**config.mk**
```make
export PLATFORM = sky130hd
export DESIGN_NAME = gpio_ctrl_flat
export DESIGN_NICKNAME = d
export VERILOG_FILES = /design/src/rtl/gpio_ctrl_pkg.sv /design/src/rtl/gpio_ctrl_if.sv /design/src/rtl/gpio_ctrl_debounce.sv /design/src/rtl/gpio_ctrl.sv /design/src/flat_wrapper.sv
export SDC_FILE = /design/constraint.sdc
export NUM_CORES = 1
export LEC_CHECK = 0
export ABC_AREA = 1
export BUFFER_PORTS_ARGS = -buffer_cell sky130_fd_sc_hd__clkbuf_2
export CAP_MARGIN = 20
export CORE_MARGIN = 5
export CORE_UTILIZATION = 37
export DETAILED_ROUTE_END_ITERATION = 8
export PLACE_DENSITY_LB_ADDON = 0.15
export RECOVER_POWER = 100
export SKIP_LAST_GASP = 1
export SLEW_MARGIN = 10
export SYNTH_ARGS = -nofsm -noshare
export SYNTH_HDL_FRONTEND = slang
export SYNTH_SLANG_ARGS = --single-unit
```
**constraint.sdc**
```tcl
create_clock -name clk -period 1.8 [get_ports clk]
set_input_delay 0.36 -clock clk [delete_from_list [all_inputs] [get_ports clk]]
set_output_delay 0.36 -clock clk [all_outputs]
set_load 0.005 [all_outputs]
```
**src/rtl/gpio_ctrl_pkg.sv**
```systemverilog
`default_nettype none
// +----------------------------------------------------------------------+
// | gpio_ctrl_pkg : register map and bus FSM encoding for gpio_ctrl      |
// | Revision      : 1.0                                                  |
// +----------------------------------------------------------------------+
package gpio_ctrl_pkg;

  typedef logic [1:0] gpio_addr_t;

  localparam gpio_addr_t GPIO_LED       = 2'd0;
  localparam gpio_addr_t GPIO_BTN_STATE = 2'd1;
  localparam gpio_addr_t GPIO_BTN_EVENT = 2'd2;
  localparam gpio_addr_t GPIO_IRQ_EN    = 2'd3;

  localparam logic [0:0] ST_IDLE = 1'b0;
  localparam logic [0:0] ST_ACK  = 1'b1;

endpackage
`default_nettype wire

```
**src/rtl/gpio_ctrl_if.sv**
```systemverilog
`default_nettype none
// +----------------------------------------------------------------------+
// | gpio_ctrl_if : req/ready register bus between CPU and gpio_ctrl      |
// | Revision     : 1.0                                                   |
// +----------------------------------------------------------------------+
interface gpio_ctrl_if;
  import gpio_ctrl_pkg::*;

  logic        req;
  logic        we;
  gpio_addr_t  addr;
  logic [31:0] wdata;
  logic [31:0] rdata;
  logic        ready;

  modport master (output req, we, addr, wdata, input rdata, ready);
  modport slave  (input req, we, addr, wdata, output rdata, ready);

endinterface
`default_nettype wire

```
**src/rtl/gpio_ctrl_debounce.sv**
```systemverilog
`default_nettype none
// +----------------------------------------------------------------------+
// | debounce : 2-flop synchroniser plus counter debouncer, one bit       |
// | Revision : 1.0                                                       |
// +----------------------------------------------------------------------+
module debounce #(
  parameter int DEBOUNCE_CYCLES = 4
) (
  input  wire logic clk,
  input  wire logic rst_n,
  input  wire logic i_btn,
  output logic      o_stable,
  output logic      o_rise
);

  logic [1:0] r_sync;
  logic       r_stable;
  logic [7:0] r_cnt;
  logic       w_diff;
  logic       w_accept;

  assign w_diff   = (r_sync[1] != r_stable);
  assign w_accept = w_diff && (r_cnt == 8'(DEBOUNCE_CYCLES - 1));

  always_ff @(posedge clk or negedge rst_n) begin
    if (!rst_n) begin
      r_sync   <= '0;
      r_stable <= 1'b0;
      r_cnt    <= '0;
    end else begin
      r_sync <= {r_sync[0], i_btn};
      if (w_accept) begin
        r_stable <= r_sync[1];
        r_cnt    <= '0;
      end else if (w_diff) begin
        r_cnt <= r_cnt + 8'd1;
      end else begin
        r_cnt <= '0;
      end
    end
  end

  // Pulse is combinational so the event register sets on the same edge as stable
  assign o_stable = r_stable;
  assign o_rise   = w_accept & r_sync[1];

endmodule
`default_nettype wire

```
**src/rtl/gpio_ctrl.sv**
```systemverilog
`default_nettype none
// +----------------------------------------------------------------------+
// | gpio_ctrl : LED / push-button controller with W1C events and irq     |
// | Revision  : 1.0                                                      |
// +----------------------------------------------------------------------+
module gpio_ctrl
  import gpio_ctrl_pkg::*;
#(
  parameter int DEBOUNCE_CYCLES = 4,
  parameter int LED_W           = 9,
  parameter int BTN_W           = 8
) (
  input  wire logic             clk,
  input  wire logic             rst_n,
  gpio_ctrl_if.slave            bus,
  output logic [LED_W-1:0]      leds,
  input  wire logic [BTN_W-1:0] buttons,
  output logic                  irq
);

  logic [0:0]       r_state;
  logic [LED_W-1:0] r_led;
  logic [BTN_W-1:0] r_evt;
  logic [BTN_W-1:0] r_irq_en;

  logic [BTN_W-1:0] w_stable;
  logic [BTN_W-1:0] w_rise;
  logic [BTN_W-1:0] w_clr;
  logic             w_ack;
  logic             w_wr;
  logic [31:0]      w_rdata;

  for (genvar gi = 0; gi < BTN_W; gi++) begin : g_btn
    debounce #(
      .DEBOUNCE_CYCLES (DEBOUNCE_CYCLES)
    ) u_debounce (
      .clk      (clk),
      .rst_n    (rst_n),
      .i_btn    (buttons[gi]),
      .o_stable (w_stable[gi]),
      .o_rise   (w_rise[gi])
    );
  end

  assign w_ack = (r_state == ST_ACK);
  assign w_wr  = w_ack & bus.we;
  assign w_clr = (w_wr && bus.addr == GPIO_BTN_EVENT) ? bus.wdata[BTN_W-1:0] : '0;

  // ACK always lasts one cycle regardless of req, so a dropped req cannot abort it
  always_ff @(posedge clk or negedge rst_n) begin
    if (!rst_n) begin
      r_state <= ST_IDLE;
    end else begin
      case (r_state)
        ST_IDLE: if (bus.req) r_state <= ST_ACK;
        default: r_state <= ST_IDLE;
      endcase
    end
  end

  always_ff @(posedge clk or negedge rst_n) begin
    if (!rst_n) begin
      r_led    <= '0;
      r_irq_en <= '0;
      r_evt    <= '0;
    end else begin
      if (w_wr && bus.addr == GPIO_LED)    r_led    <= bus.wdata[LED_W-1:0];
      if (w_wr && bus.addr == GPIO_IRQ_EN) r_irq_en <= bus.wdata[BTN_W-1:0];
      // A rise arriving with a clear of the same bit keeps the bit set
      r_evt <= (r_evt & ~w_clr) | w_rise;
    end
  end

  always_comb begin
    w_rdata = '0;
    if (w_ack) begin
      case (bus.addr)
        GPIO_LED:       w_rdata[LED_W-1:0] = r_led;
        GPIO_BTN_STATE: w_rdata[BTN_W-1:0] = w_stable;
        GPIO_BTN_EVENT: w_rdata[BTN_W-1:0] = r_evt;
        default:        w_rdata[BTN_W-1:0] = r_irq_en;
      endcase
    end
  end

  assign bus.ready = w_ack;
  assign bus.rdata = w_rdata;
  assign leds      = r_led;
  assign irq       = |(r_evt & r_irq_en);

endmodule
`default_nettype wire

```
**src/flat_wrapper.sv**
```systemverilog
// flat-port wrapper written by rule: the top's interface ports become plain ports
module gpio_ctrl_flat import gpio_ctrl_pkg::*;
#(
  parameter int DEBOUNCE_CYCLES = 4,
  parameter int LED_W           = 9,
  parameter int BTN_W           = 8
)
  (clk, rst_n, leds, buttons, irq, bus_req, bus_we, bus_addr, bus_wdata, bus_rdata, bus_ready);
  gpio_ctrl_if bus_i ();
  input  wire logic clk;
  input  wire logic rst_n;
  output logic [LED_W-1:0] leds;
  input  wire logic [BTN_W-1:0] buttons;
  output logic irq;
  input wire logic [$bits(bus_i.req)-1:0] bus_req;
  input wire logic [$bits(bus_i.we)-1:0] bus_we;
  input wire logic [$bits(bus_i.addr)-1:0] bus_addr;
  input wire logic [$bits(bus_i.wdata)-1:0] bus_wdata;
  output wire logic [$bits(bus_i.rdata)-1:0] bus_rdata;
  output wire logic [$bits(bus_i.ready)-1:0] bus_ready;
  assign bus_i.req = bus_req;
  assign bus_i.we = bus_we;
  assign bus_i.addr = bus_addr;
  assign bus_i.wdata = bus_wdata;
  assign bus_rdata = bus_i.rdata;
  assign bus_ready = bus_i.ready;
  gpio_ctrl #(.DEBOUNCE_CYCLES(DEBOUNCE_CYCLES), .LED_W(LED_W), .BTN_W(BTN_W)) u_core (.clk(clk), .rst_n(rst_n), .bus(bus_i), .leds(leds), .buttons(buttons), .irq(irq));
endmodule
```
==> metrics.md <==
| Metric | Value |
|---|---|
| Ranking of synthesized cells by area | `dfrtp_1, nand2_1, inv_1` |
| Antenna violations before repair | `0` |
| Outcome | `finished, final reports clean` |
| Die Height | `136 um` |
| RSZ-0062 raised after global routing | `no` |
| Final setup viols | `0` |
| Crit end category | `output port` |
| Detailed placement HPWL | `9010 um` |
| Pwr per Cell Area | `about 1200 nW/um^2` |
| Syn avg cell area | `7.62 sq um` |
| Hold Path Stages | `1` |
| Worst slew margin | `between 50 and 60%` |
| Clock buffer count from CTS | `17` |
| R2r setup slk | `0.34 ns` |
| Clock skew | `approximately 0.0087 ns` |
| Worst Hold Class | `in2reg` |
| Clk slew on worst S/H paths | `0.06 ns` |
| Fillers | `1615` |
| Reg2Reg Capture Point | `u_core.r_irq_en[6]` |
| Crit Path Max Fanout | `9` |
| Wire length on met3 | `572 um` |
| Diodes inserted | `0` |
| CTS tree | `yes` |
| RR Startpoint | `u_core.bus.ready` |
| Number of clock sinks | `114` |
| Setup_tns | `0 ns` |
| Die area | `~19000 sq um` |
| Port bufs | `42` |
| Fin crit share | `94.4%` |
| Setup crit start | `u_core.bus.ready` |
| Final Worst Setup Slack | `0.101 ns` |
| Worst setup path end | `bus_rdata[7]` |
| Core area | `between 15000 and 20000 sq um` |
| Io pins | `89` |
| First-pass GRT wire length | `approximately 21000 um` |
| Post-Syn Instances | `774` |
| Least-Margin Pin Slew | `approximately 0.6 ns` |
| GP Congestion | `0.811` |
| Ys async rst share | `100%` |
| Critical path buffers and inverters | `3` |
| Critical Path RT | `1.44 ns` |
| Worst VDD drop | `846 uV` |
| DR top layer | `met4` |
| Most frequent cell after synthesis | `nand2_1` |
| Reg2Reg Depth | `4` |
| Critical Path Stages | `5` |
| Grt total ovfl | `0` |
| Post-layout util | `43.8%` |
| Final hold viol count | `0` |
| Top_reg_cell synth | `dfrtp_1` |
| Nets | `895` |
| Most common library cells after synthesis | `nand2_1, dfrtp_1, inv_1` |
| Initial Util | `37.4%` |
| YS warnings | `0` |
| Max Cap Viol | `0` |
| Netlist cell types | `28` |
| CTS Root Cell | `clkbuf_16` |
| H-tree levels | `4` |
| Pleak | `0.00345 uW` |
| M1 WL | `approximately 6000 um` |
| Die X | `136 um` |
| Via count | `4712` |
| Clk Latency, worst-skew pair | `0.41 ns` |
| Vias in the first global route | `approximately 4500` |
| Post-route ant nets | `0` |
| CP max stage cell | `dfrtp_2` |
| DR WL met2 | `about 5600 um` |
| Register area share after synthesis | `around 48%` |
| Max stage delay on crit path | `0.40 ns` |
| Aggregate global-route resource usage | `14.3%` |
| Clk buf depth | `2` |
| Placement Rows | `between 40 and 50` |
| Final Critical Period | `1.70 ns` |
| Area of the mapped netlist | `5890 sq um` |
| Fmax | `589 MHz` |
| FF+latch count, synth | `approximately 110` |
| Pre-CTS WS | `roughly 0.14 ns` |
| Critical path launch point type | `flop` |
| Vias per std cell | `4.40` |
| Cells along the critical path | `clkinv_4 > a21oi_1 > nand2_1 > inv_1 > clkbuf_2` |
| Detailed router's first-iteration violation count | `240` |
| Drt drc | `0` |
| Final Max Tran Viols | `0` |
| Number of synthesized flops with an enable pin | `0` |
| Worst path top cell family by delay | `flip-flops` |
| Routed WL per cell | `11.6 um` |
| Area Overhead vs Synth | `17.2%` |
| Crit path kind | `reg2out` |
| Layout cell share with drive strength beyond 1 | `10.5%` |
| Post-synth top area cell | `dfrtp_1` |
| Wirelength, routed | `12400 um` |
| Critical path arrival | `1.34 ns` |
| Largest net degree at the start of global routing | `44` |
| Area fraction of the dominant cell type after synthesis | `48.4%` |
| Drt first pass iters | `4` |
## worst min path at each step
stage          startpoint                              endpoint  slack, ns
3_3_place_gp        rst_n   u_core.g_btn[3].u_debounce.r_cnt[3]       0.29
6_report       buttons[7]  u_core.g_btn[7].u_debounce.r_sync[0]       0.06
2_1_floorplan       rst_n                      u_core.bus.ready       0.06
4_1_cts        buttons[7]  u_core.g_btn[7].u_debounce.r_sync[0]       0.04
5_1_grt        buttons[7]  u_core.g_btn[7].u_debounce.r_sync[0]       0.04
3_5_place_dp        rst_n   u_core.g_btn[3].u_debounce.r_cnt[3]       0.29
## layout by cell type, fill, tap and decap left out
master         count
a21oi_1           15
a21oi_2            1
a31oi_1            3
buf_12             1
buf_4              7
bufinv_16          3
clkbuf_1          14
clkbuf_16         17
clkbuf_2          33
clkbuf_8           4
clkinv_2           4
clkinv_4           3
conb_1            23
dfrtp_1          113
dfrtp_2            1
dlygate4sd3_1      1
ha_1               8
inv_1            109
inv_6              1
nand2_1          239
nand2_2            1
nand2_4            1
nand3_1           58
nand4_1            1
nor2_1           106
nor2_2             3
nor2_8             1
nor3_1            19
nor3b_1            4
o21ai_0           32
o21ai_1            3
o21ai_2            8
o21bai_1           3
or2_2              1
xnor2_1            5
xor2_1             8
## metrics by stage
stage               cell area, sq um  std cells  power (uW)  hold WS, ns
global placement                6340       1036        5070        0.286
global route                    6910       1070        9050       0.0407
CTS                             6970       1069        8640       0.0362
floorplan                       5980        796        4570       0.0644
detailed placement              6340       1036        5090        0.292
finish                          6910       1070        8480       0.0555
## power breakdown
group	leakage, uW	total, uW	switching [uW]	internal (uW)
Combinational	0.00167	1530	960	574
Sequential	0.00148	3480	444	3030
Clock	0.000307	3470	1150	2320
Total	0.00345	8480	2560	5920
## registers in the layout, indices dropped and copies added (netlist names)
signal	cells
u_core.g_btn.u_debounce.r_sync	16
u_core.leds	9
u_core.r_evt	8
u_core.bus.ready	1
u_core.g_btn.u_debounce.o_stable	8
u_core.r_irq_en	8
u_core.g_btn.u_debounce.r_cnt	64
## layer usage
layer / global-route usage (%) / up-vias
met2: 22.9 / 95
met5: 0 / -
met1: 18.7 / 2119
met4: 4.14 / 0
li1: - / 2487
met3: 4.18 / 11
## kinds of logic after synthesis
group | Yosys count | share of synthesized area, %
fa+ha+maj | 8 | 1.70
xor+xnor | 13 | 1.93
other cells | 1 | 0.0636
simple gates | 434 | 30.3
flops | 114 | 48.4
buf+inv | 139 | 10.9
compound gates | 65 | 6.73
## worst register-to-register path: stages, from the launching register on
cell      delay (ns)
dfrtp_2         0.40
clkbuf_1        0.13
nand2_1         0.08
nor2_2          0.50
o21ai_0         0.19
## area by class of cell
type	instances	area [sq um]	area share, %
Tap cell	216	270	3.91
Timing Repair Buffer	54	293	4.24
Multi-Input combinational cell	543	2450	35.5
Clock inverter	9	128	1.85
Sequential cell	114	2850	41.3
Inverter	111	427	6.18
Clock buffer	23	488	7.06
## what timing repair did
action                                  4_1_cts  5_1_grt
hold endpoints to repair                     19        0
endpoints found under the setup margin        9        6
hold buffers                                  1        0
setup buffers                                 0        1
pin swaps                                     0        1
gates resized for setup                       3        5
(Power assumes the default switching activity.)
